===== src/rtl/rob_param.sv =====
// rtl/rob_param.sv - parametrised in-order-retire reorder buffer; optional ROB_BYPASS_EN adds writeback-to-lookup bypass
module rob_param #(
    parameter int DEPTH  = 16,
    parameter int REG_W  = 5,
    parameter int DATA_W = 32,
    localparam int TAG_W = $clog2(DEPTH)
) (
    input  logic              clk,
    input  logic              rst,
    input  logic              rdy,
    input  logic              alloc_valid,
    input  logic [REG_W-1:0]  alloc_dest,
    input  logic [1:0]        alloc_kind,
    output logic [TAG_W-1:0]  alloc_tag,
    output logic              full,
    output logic              empty,
    output logic [TAG_W:0]    count,
    input  logic              wb0_valid,
    input  logic [TAG_W-1:0]  wb0_tag,
    input  logic [DATA_W-1:0] wb0_value,
    input  logic              wb0_redirect,
    input  logic [DATA_W-1:0] wb0_target,
    input  logic              wb1_valid,
    input  logic [TAG_W-1:0]  wb1_tag,
    input  logic [DATA_W-1:0] wb1_value,
    input  logic              wb2_valid,
    input  logic [TAG_W-1:0]  wb2_tag,
    input  logic [TAG_W-1:0]  rs1_tag,
    input  logic [TAG_W-1:0]  rs2_tag,
    output logic              rs1_ready,
    output logic              rs2_ready,
    output logic [DATA_W-1:0] rs1_value,
    output logic [DATA_W-1:0] rs2_value,
    output logic              commit_reg_valid,
    output logic [REG_W-1:0]  commit_reg_dest,
    output logic [DATA_W-1:0] commit_reg_value,
    output logic [TAG_W-1:0]  commit_tag,
    output logic              commit_store_valid,
    input  logic              commit_store_ack,
    output logic              flush,
    output logic [DATA_W-1:0] flush_pc
);
    typedef enum logic [1:0] {K_REG, K_STORE, K_BRANCH, K_JALR} kind_e;
    typedef enum logic {S_IDLE, S_STORE_WAIT} state_e;

    state_e state, state_nx;
    logic [TAG_W-1:0] head, tail;
    logic [DEPTH-1:0] busy, ent_ready, ent_redirect;
    kind_e            ent_kind   [DEPTH];
    logic [REG_W-1:0] ent_dest   [DEPTH];
    logic [DATA_W-1:0] ent_value [DEPTH];
    logic [DATA_W-1:0] ent_target[DEPTH];

    logic head_ok, pop, do_reg, do_flush, alloc_fire;

    assign alloc_tag          = tail;
    assign full               = (count == (TAG_W+1)'(DEPTH));
    assign empty              = (count == '0);
    assign head_ok            = !empty && ent_ready[head];
    assign alloc_fire         = rdy && alloc_valid && !full && !do_flush;
    assign commit_store_valid = (state == S_STORE_WAIT);

    always_ff @(posedge clk or posedge rst) begin
        if (rst) state <= S_IDLE;
        else     state <= state_nx;
    end

    always_comb begin
        state_nx = state;
        pop      = 1'b0;
        do_reg   = 1'b0;
        do_flush = 1'b0;
        if (rdy && head_ok) begin
            case (state)
                S_IDLE: begin
                    case (ent_kind[head])
                        K_REG:    begin do_reg = 1'b1; pop = 1'b1; end
                        K_STORE:  state_nx = S_STORE_WAIT;
                        K_BRANCH: begin
                            if (ent_redirect[head]) do_flush = 1'b1;
                            else                    pop      = 1'b1;
                        end
                        default: begin
                            do_reg = 1'b1;
                            if (ent_redirect[head]) do_flush = 1'b1;
                            else                    pop      = 1'b1;
                        end
                    endcase
                end
                default: begin
                    if (commit_store_ack) begin
                        pop      = 1'b1;
                        state_nx = S_IDLE;
                    end
                end
            endcase
        end
        if (do_flush) state_nx = S_IDLE;
    end

    always_ff @(posedge clk or posedge rst) begin
        if (rst) begin
            head             <= '0;
            tail             <= '0;
            count            <= '0;
            busy             <= '0;
            commit_reg_valid <= 1'b0;
            commit_reg_dest  <= '0;
            commit_reg_value <= '0;
            commit_tag       <= '0;
            flush            <= 1'b0;
            flush_pc         <= '0;
        end else if (!rdy) begin
            commit_reg_valid <= 1'b0;
            flush            <= 1'b0;
        end else begin
            commit_reg_valid <= do_reg;
            flush            <= do_flush;
            if (do_reg) begin
                commit_reg_dest  <= ent_dest[head];
                commit_reg_value <= ent_value[head];
            end
            if (pop || do_reg || do_flush) commit_tag <= head;
            if (do_flush) begin
                flush_pc <= ent_target[head];
                head     <= '0;
                tail     <= '0;
                count    <= '0;
                busy     <= '0;
            end else begin
                if (pop) begin
                    busy[head] <= 1'b0;
                    head       <= head + 1'b1;
                end
                if (alloc_fire) begin
                    busy[tail] <= 1'b1;
                    tail       <= tail + 1'b1;
                end
                count <= count + {{TAG_W{1'b0}}, alloc_fire} - {{TAG_W{1'b0}}, pop};
            end
        end
    end

    // Payload needs no reset: busy gates every use of it.
    always_ff @(posedge clk) begin
        if (rdy && !do_flush) begin
            if (alloc_fire) begin
                ent_kind[tail]     <= kind_e'(alloc_kind);
                ent_dest[tail]     <= alloc_dest;
                ent_ready[tail]    <= 1'b0;
                ent_redirect[tail] <= 1'b0;
            end
            if (wb0_valid && busy[wb0_tag]) begin
                ent_ready[wb0_tag]    <= 1'b1;
                ent_value[wb0_tag]    <= wb0_value;
                ent_redirect[wb0_tag] <= wb0_redirect;
                ent_target[wb0_tag]   <= wb0_target;
            end
            if (wb1_valid && busy[wb1_tag]) begin
                ent_ready[wb1_tag] <= 1'b1;
                ent_value[wb1_tag] <= wb1_value;
            end
            if (wb2_valid && busy[wb2_tag]) ent_ready[wb2_tag] <= 1'b1;
        end
    end

    always_comb begin
        rs1_ready = busy[rs1_tag] && ent_ready[rs1_tag];
        rs1_value = ent_value[rs1_tag];
        rs2_ready = busy[rs2_tag] && ent_ready[rs2_tag];
        rs2_value = ent_value[rs2_tag];
`ifdef ROB_BYPASS_EN
        if (wb1_valid && busy[rs1_tag] && wb1_tag == rs1_tag) begin rs1_ready = 1'b1; rs1_value = wb1_value; end
        if (wb0_valid && busy[rs1_tag] && wb0_tag == rs1_tag) begin rs1_ready = 1'b1; rs1_value = wb0_value; end
        if (wb1_valid && busy[rs2_tag] && wb1_tag == rs2_tag) begin rs2_ready = 1'b1; rs2_value = wb1_value; end
        if (wb0_valid && busy[rs2_tag] && wb0_tag == rs2_tag) begin rs2_ready = 1'b1; rs2_value = wb0_value; end
`endif
    end
endmodule

===== config.mk =====
export PLATFORM = sky130hd
export DESIGN_NAME = rob_param
export DESIGN_NICKNAME = d
export VERILOG_FILES = /design/src/rtl/rob_param.sv
export SDC_FILE = /design/constraint.sdc
export NUM_CORES = 2
export LEC_CHECK = 0
export CAP_MARGIN = 20
export CORE_MARGIN = 3
export CORE_UTILIZATION = 45
export DETAILED_ROUTE_END_ITERATION = 10
export SETUP_SLACK_MARGIN = 0.5
export SKIP_CTS_REPAIR_TIMING = 1
export SLEW_MARGIN = 30
export SYNTH_ARGS = -nofsm -noshare
export SYNTH_HDL_FRONTEND = slang
export SYNTH_SLANG_ARGS = --single-unit

===== constraint.sdc =====
create_clock -name clk -period 11.6 [get_ports clk]
set_clock_uncertainty 0.15 [all_clocks]
set_input_delay 1.16 -clock clk [delete_from_list [all_inputs] [get_ports clk]]
set_output_delay 1.16 -clock clk [all_outputs]
set_load 0.02 [all_outputs]

# After elaboration in Yosys (flattened, before gate mapping)
# Memories as Yosys holds them, arrays and structs flattened. A register that Yosys moved wholly into a read port is not among the register bits.
# Index checks and enable logic that the tools add are counted.
[classes] n_addsub=4 magnitude_cmp=12 eq_ne=3 n_mux=77 n_bitwise=9 n_reduce_logical=33
[op_table] op="$mux 16" n=15
[op_table] op="$or 16x16->16" n=4
[op_table] op="$and 16x16->16" n=3
[op_table] op="$mux 1" n=41
[op_table] op="$bmux 1 s4" n=9
[op_table] op="$lt 4x5->1 const B" n=7
[op_table] op="$not 16->16" n=2
[op_table] op="$demux 1 s4" n=5
[op_table] op="$ge 4x1->1 const B" n=5
[op_table] op="$bwmux 16" n=1
[op_table] op="$logic_and 1x1->1" n=16
[op_table] op="$mux 4" n=4
[op_table] op="$reduce_and 2->1" n=5
[op_table] op="$add 4x1->4 const B" n=2
[op_table] op="$reduce_bool 2->1" n=3
[op_table] op="$add 5x1->5" n=1
[op_table] op="$eq 5x5->1 const B" n=1
[op_table] op="$logic_not 5->1" n=1
[op_table] op="$mux 5" n=1
[op_table] op="$sub 5x1->5" n=1
[op_table] op="$reduce_or 2->1" n=2
[op_table] op="$logic_not 1->1" n=3
[op_table] op="$eq 2x1->1 const B" n=1
[op_table] op="$eq 2x2->1 const B" n=1
[op_table] op="other kinds (3)" n=4
[totals] regBits=68 mem_bits_rw=1136 word_cells=152 memories=4
[mem_list] memory="ent_target" words=16 width=32 rd=1 rd_clocked_by_memory_dff=1 wr=1 line="52" source="logic [DATA_W-1:0] ent_target[DEPTH];"
[mem_list] memory="ent_value" words=16 width=32 rd=3 rd_clocked_by_memory_dff=1 wr=2 line="51" source="logic [DATA_W-1:0] ent_value [DEPTH];"
[mem_list] memory="ent_dest" words=16 width=5 rd=1 rd_clocked_by_memory_dff=1 wr=1 line="50" source="logic [REG_W-1:0] ent_dest [DEPTH];"
[mem_list] memory="ent_kind" words=16 width=2 rd=1 rd_clocked_by_memory_dff=0 wr=1 line="49" source="kind_e ent_kind [DEPTH];"

# Logic depth before layout (Yosys ltp)
[depth] word_depth=18 ltp_mapped=27 mapped_depth_nobuf=23

# Worst setup path before layout
# OpenSTA, ideal clock, no wires.
[synth_path] kind="flip-flop to flip-flop" from="reg head[0]" to="mem ent_value[1][0], enable pin" setup_ns=0.466 arrival_ns=5.066 required_ns=10.984 path_slack_ns=5.919 stages_incl_launch_ff=16 path_cell_list="dfrtp_1 buf_2 buf_4 buf_2 mux4_2 nand2_1 nand3_1 inv_1 ha_1 or3_1 nor2_1 and4_1 o22ai_2 nand2_1 clkbuf_1 o21ai_0"
[synth_lines] element="start, declared" line="47" source="logic [TAG_W-1:0] head, tail;"
[synth_lines] element="start signal, assigned" line="133" source="head <= head + 1'b1;"
[synth_lines] element="end, declared" line="51"

# Final worst setup path
[layout_path] from="in rs1_tag[1]" to="out rs1_value[13]"
[layout_between] elab_chain_len=1
[layout_rtl] element="start, declared" line="28" source="input logic [TAG_W-1:0] rs1_tag,"
[layout_rtl] element="$mem_v2 16x32"
[layout_rtl] element="end, declared" line="32" source="output logic [DATA_W-1:0] rs1_value,"
# Every way passes these cells.

==> results.md <==
* Crit share post-route at 0.524
* Hold crit path type: reg -> reg
* Drt initial violations at 3,481
* Last element of the critical path: rs1_value[13]
* Hpwl dp at 111,000 µm
* P&R area growth vs syn at 14.8%
* Post-DRT Antenna Nets at 0
* Ys flop type: edfxtp_1
* H-tree Lvls at 4
* Max stage delay cell, worst path: buf_4
* Worst-Margin Slew at 1020 ps
* Hold Fails Final Rpt at 0
* Global-route wire length before repair at 278,000 µm
* Drt first pass iters at 5
* Clock sinks at 1,273
* Antenna violations before repair at 17
* Routed len/inst at 34.3 µm
* Multi-input gate area at 25,900 µm²
* CTS Buf Count at 144
* Root buffer selected by CTS: clkbuf_16
* Largest area contributor in the netlist: edfxtp_1
* Yosys warning count at 0
* Post-place setup slack at 5330 ps
* Die X at 386 µm
* Top cell type's share of synthesized area at 0.539
* Library cells used by synthesis at 73
* RSZ-0062 raised after global routing: no
* Seq/Total Area, Yosys at 0.579
* CP max stage delay at 860 ps
* Clock transition at path regs at 60 ps
* Layout cells sized above 1 at 0.380
* Largest net degree at the start of global routing at 109
* Synthesized area at 65,100 µm²
* CTS tree: yes
* Status: complete, no violations
* PwrDens at 194 nW/µm²
* DIE AREA at 149,000 µm²
* Later-pin clock latency in the skew report at 810 ps
* Post-synthesis xor/xnor area fraction at 0.000807
* Mean Syn Cell Area at 19.4 µm²
* Core footprint at 143,000 µm²
* Crit end category: primary output
* Critical path class: in -> out
* WL final at 192,000 µm
* Maximum clock frequency at 164 MHz
* Clock Path Buffers at 3
* Post-synth EDFFs at 1,168
* Multiplexer share of the synthesized area at 0.349
* Pleak at 25.1 nW
* Peak-usage layer in the global routing report: met2
* GRT Total Usage at 0.260
* Async SR Flop Fraction at 0.0825
* Met1 Usage GRT at 0.345
* Net count after synthesis at 3,511
* Ranking of synthesized cells by area: edfxtp_1, mux4_2, mux2_4, dfrtp_1, mux2_1
* Crit-path cells: buf_6 -> buf_4 -> buf_4 -> mux4_2 -> mux4_2 -> clkdlybuf4s50_1
* Worst setup slack after layout at 5520 ps
* Port bufs at 284
* Crit path depth at 6
* WP data required at 10,290 ps
* Peak VDD IR at 0.000139 V
* Synth Area in Adders at 0.00338
* Max cap viols at 0
* Die H at 386 µm
* GR met3 Demand/Resource at 0.0574
* Flop2flop setup slack at 5750 ps
* Met2 GRT Util at 0.420
* Synth Instances at 3,362
* Reg2reg start: head[0]
* Synth Area in Simple Gates at 0.0228
* Residual DRC at 0
* Slew HR at 0.318
* Register bit total from synthesis at 1,273
* Crit path launch type: input port
* Io pins at 285
* Max-slew violations at 0
* Vias in the first global route at 38,300
* # fillers at 11,200
* Gpl congestion at 0.866
* Setup TNS Final at 0 ps
* Via count at 36,300
* Gr ovfl total at 0
* Critical R2R Capture: ent_value[7][25]
* Critical Path Start: rs1_tag[1]
* Row Count at 138
* Initial core utilization at 0.457
* Vias per std cell at 6.51
* Final nets at 3,714
* FF/Latch Area at 37,700 µm²
* Worst r2r path cells at 13
* Worst Path Arrival at 4770 ps
* Min Clock Period, post-route at 6080 ps
* Crit path max-delay family: buffers and inverters
* Max FO, Critical Path at 56
* Number of buffers and inverters on the critical path at 4
* Final setup viols at 0
* Compound-Gate Fraction of Synth Area at 0.0164
* Largest family of logic cells by synthesized area: multiplexers
[how the worst min path moves through the flow]
stage | from | end | slack [ps] | cells past startpoint
floorplan | ent_redirect[3] | ent_redirect[3] | 390 | 2
global placement | flush_pc[10] | flush_pc[10] | 310 | 2
detailed placement | flush_pc[10] | flush_pc[10] | 310 | 2
CTS | flush_pc[20] | flush_pc[20] | 340 | 2
global route | commit_reg_value[20] | commit_reg_value[20] | 360 | 1
finish | flush_pc[26] | flush_pc[26] | 340 | 2
[stage by stage]
| step | hold slack, ps | util | instances | power [mW] | area [µm²] |
|---|---|---|---|---|---|
| after floorplan | 391 | - | 3362 | 8.48 | 65100 |
| after global placement | 311 | 0.487 | 5298 | 9.91 | 69500 |
| after detailed placement | 312 | 0.489 | 5308 | 9.98 | 69800 |
| after CTS | 337 | 0.524 | 5578 | 14.6 | 74700 |
| after global routing | 359 | 0.524 | 5580 | 15.1 | 74800 |
| final | 335 | 0.524 | 5585 | 14.5 | 74800 |
[layout by cell type (no fill, tap or decap), drive strengths merged, types with 4 or more instances in the layout]
| cell type | count |
|---|---|
| clkdlybuf4s50 | 276 |
| a21oi | 32 |
| diode | 6 |
| buf | 86 |
| inv | 38 |
| nor3b | 4 |
| nand3 | 23 |
| a2bb2oi | 9 |
| bufinv | 11 |
| dfrtp | 105 |
| o21ai | 42 |
| mux2 | 555 |
| nor3 | 4 |
| ha | 16 |
| clkbuf | 192 |
| and2 | 4 |
| a221o | 7 |
| mux2i | 11 |
| nor2b | 7 |
| clkinv | 63 |
| o2111ai | 5 |
| a311oi | 10 |
| a31oi | 15 |
| a211o | 4 |
| nand4 | 5 |
| o22ai | 16 |
| nor2 | 58 |
| clkinvlp | 4 |
| edfxtp | 1168 |
| mux4 | 691 |
| nand2 | 174 |
| and3 | 6 |
| a31o | 4 |
[cells in the mapped netlist (9+ instances only)]
| cell | number |
|---|---|
| a2bb2oi_1 | 9 |
| nor2_1 | 58 |
| a311oi_1 | 10 |
| o21ai_0 | 41 |
| o22ai_1 | 15 |
| inv_1 | 35 |
| edfxtp_1 | 1168 |
| ha_1 | 16 |
| buf_2 | 30 |
| nand2_1 | 158 |
| mux4_2 | 689 |
| mux2_1 | 211 |
| a21oi_1 | 32 |
| nand3_1 | 23 |
| a31oi_1 | 15 |
| mux2_4 | 214 |
| buf_1 | 38 |
| mux2i_1 | 11 |
| buf_12 | 23 |
| mux2_2 | 130 |
| dfrtp_1 | 105 |
| buf_4 | 24 |
| clkbuf_1 | 185 |
[metal layers]
layer / part of all wire / vias to the layer above
li1: - / 14600
met1: 0.39 / 19600
met4: 0.040 / 18
met5: 0.00065 / -
met3: 0.079 / 412
met2: 0.49 / 1720
[final cells by class]
class	instances	share of cell area
Clock buffer	190	0.0523
Tap cell	1890	0.0316
Sequential cell	1273	0.504
Antenna cell	6	0.000201
Clock inverter	80	0.0134
Inverter	36	0.00194
Timing Repair Buffer	364	0.0497
Multi-Input combinational cell	1746	0.346
[registers in the layout, summed over array words and instances (netlist names), 32 cells and up]
name,count
ent_target,512
ent_value,512
ent_dest,80
commit_reg_value,32
ent_kind,32
flush_pc,32
[worst reg2reg max path: stages (launching register included)]
cell	delay, ps
dfrtp_4	840
mux4_2	640
nand3_1	100
nand4_1	190
inv_1	130
ha_1	190
or3_1	160
nor2_1	50
and4_1	240
o22ai_2	700
and3_4	640
nand2_8	410
o21ai_4	510
buf_4	530
[power breakdown]
group          leakage, nW  internal (mW)  total, mW  switching (mW)
registers             11.8           5.32       5.63           0.310
clock network         2.36           2.67       4.64            1.98
logic                 10.9           2.09       4.24            2.16
[cells by family (layout without fill, tap and decap cells)]
family / count (synthesis) / after routing
and+or+nand+nor: 304 / 304
buffers and inverters: 343 / 670
xor gates and xnor gates: 6 / 6
AOI/OAI and AO/OA: 162 / 162
DFF: 1273 / 1273
adders and majority gates: 17 / 17
muxes: 1257 / 1257
other: 0 / 6
(Power assumes the default switching activity.)
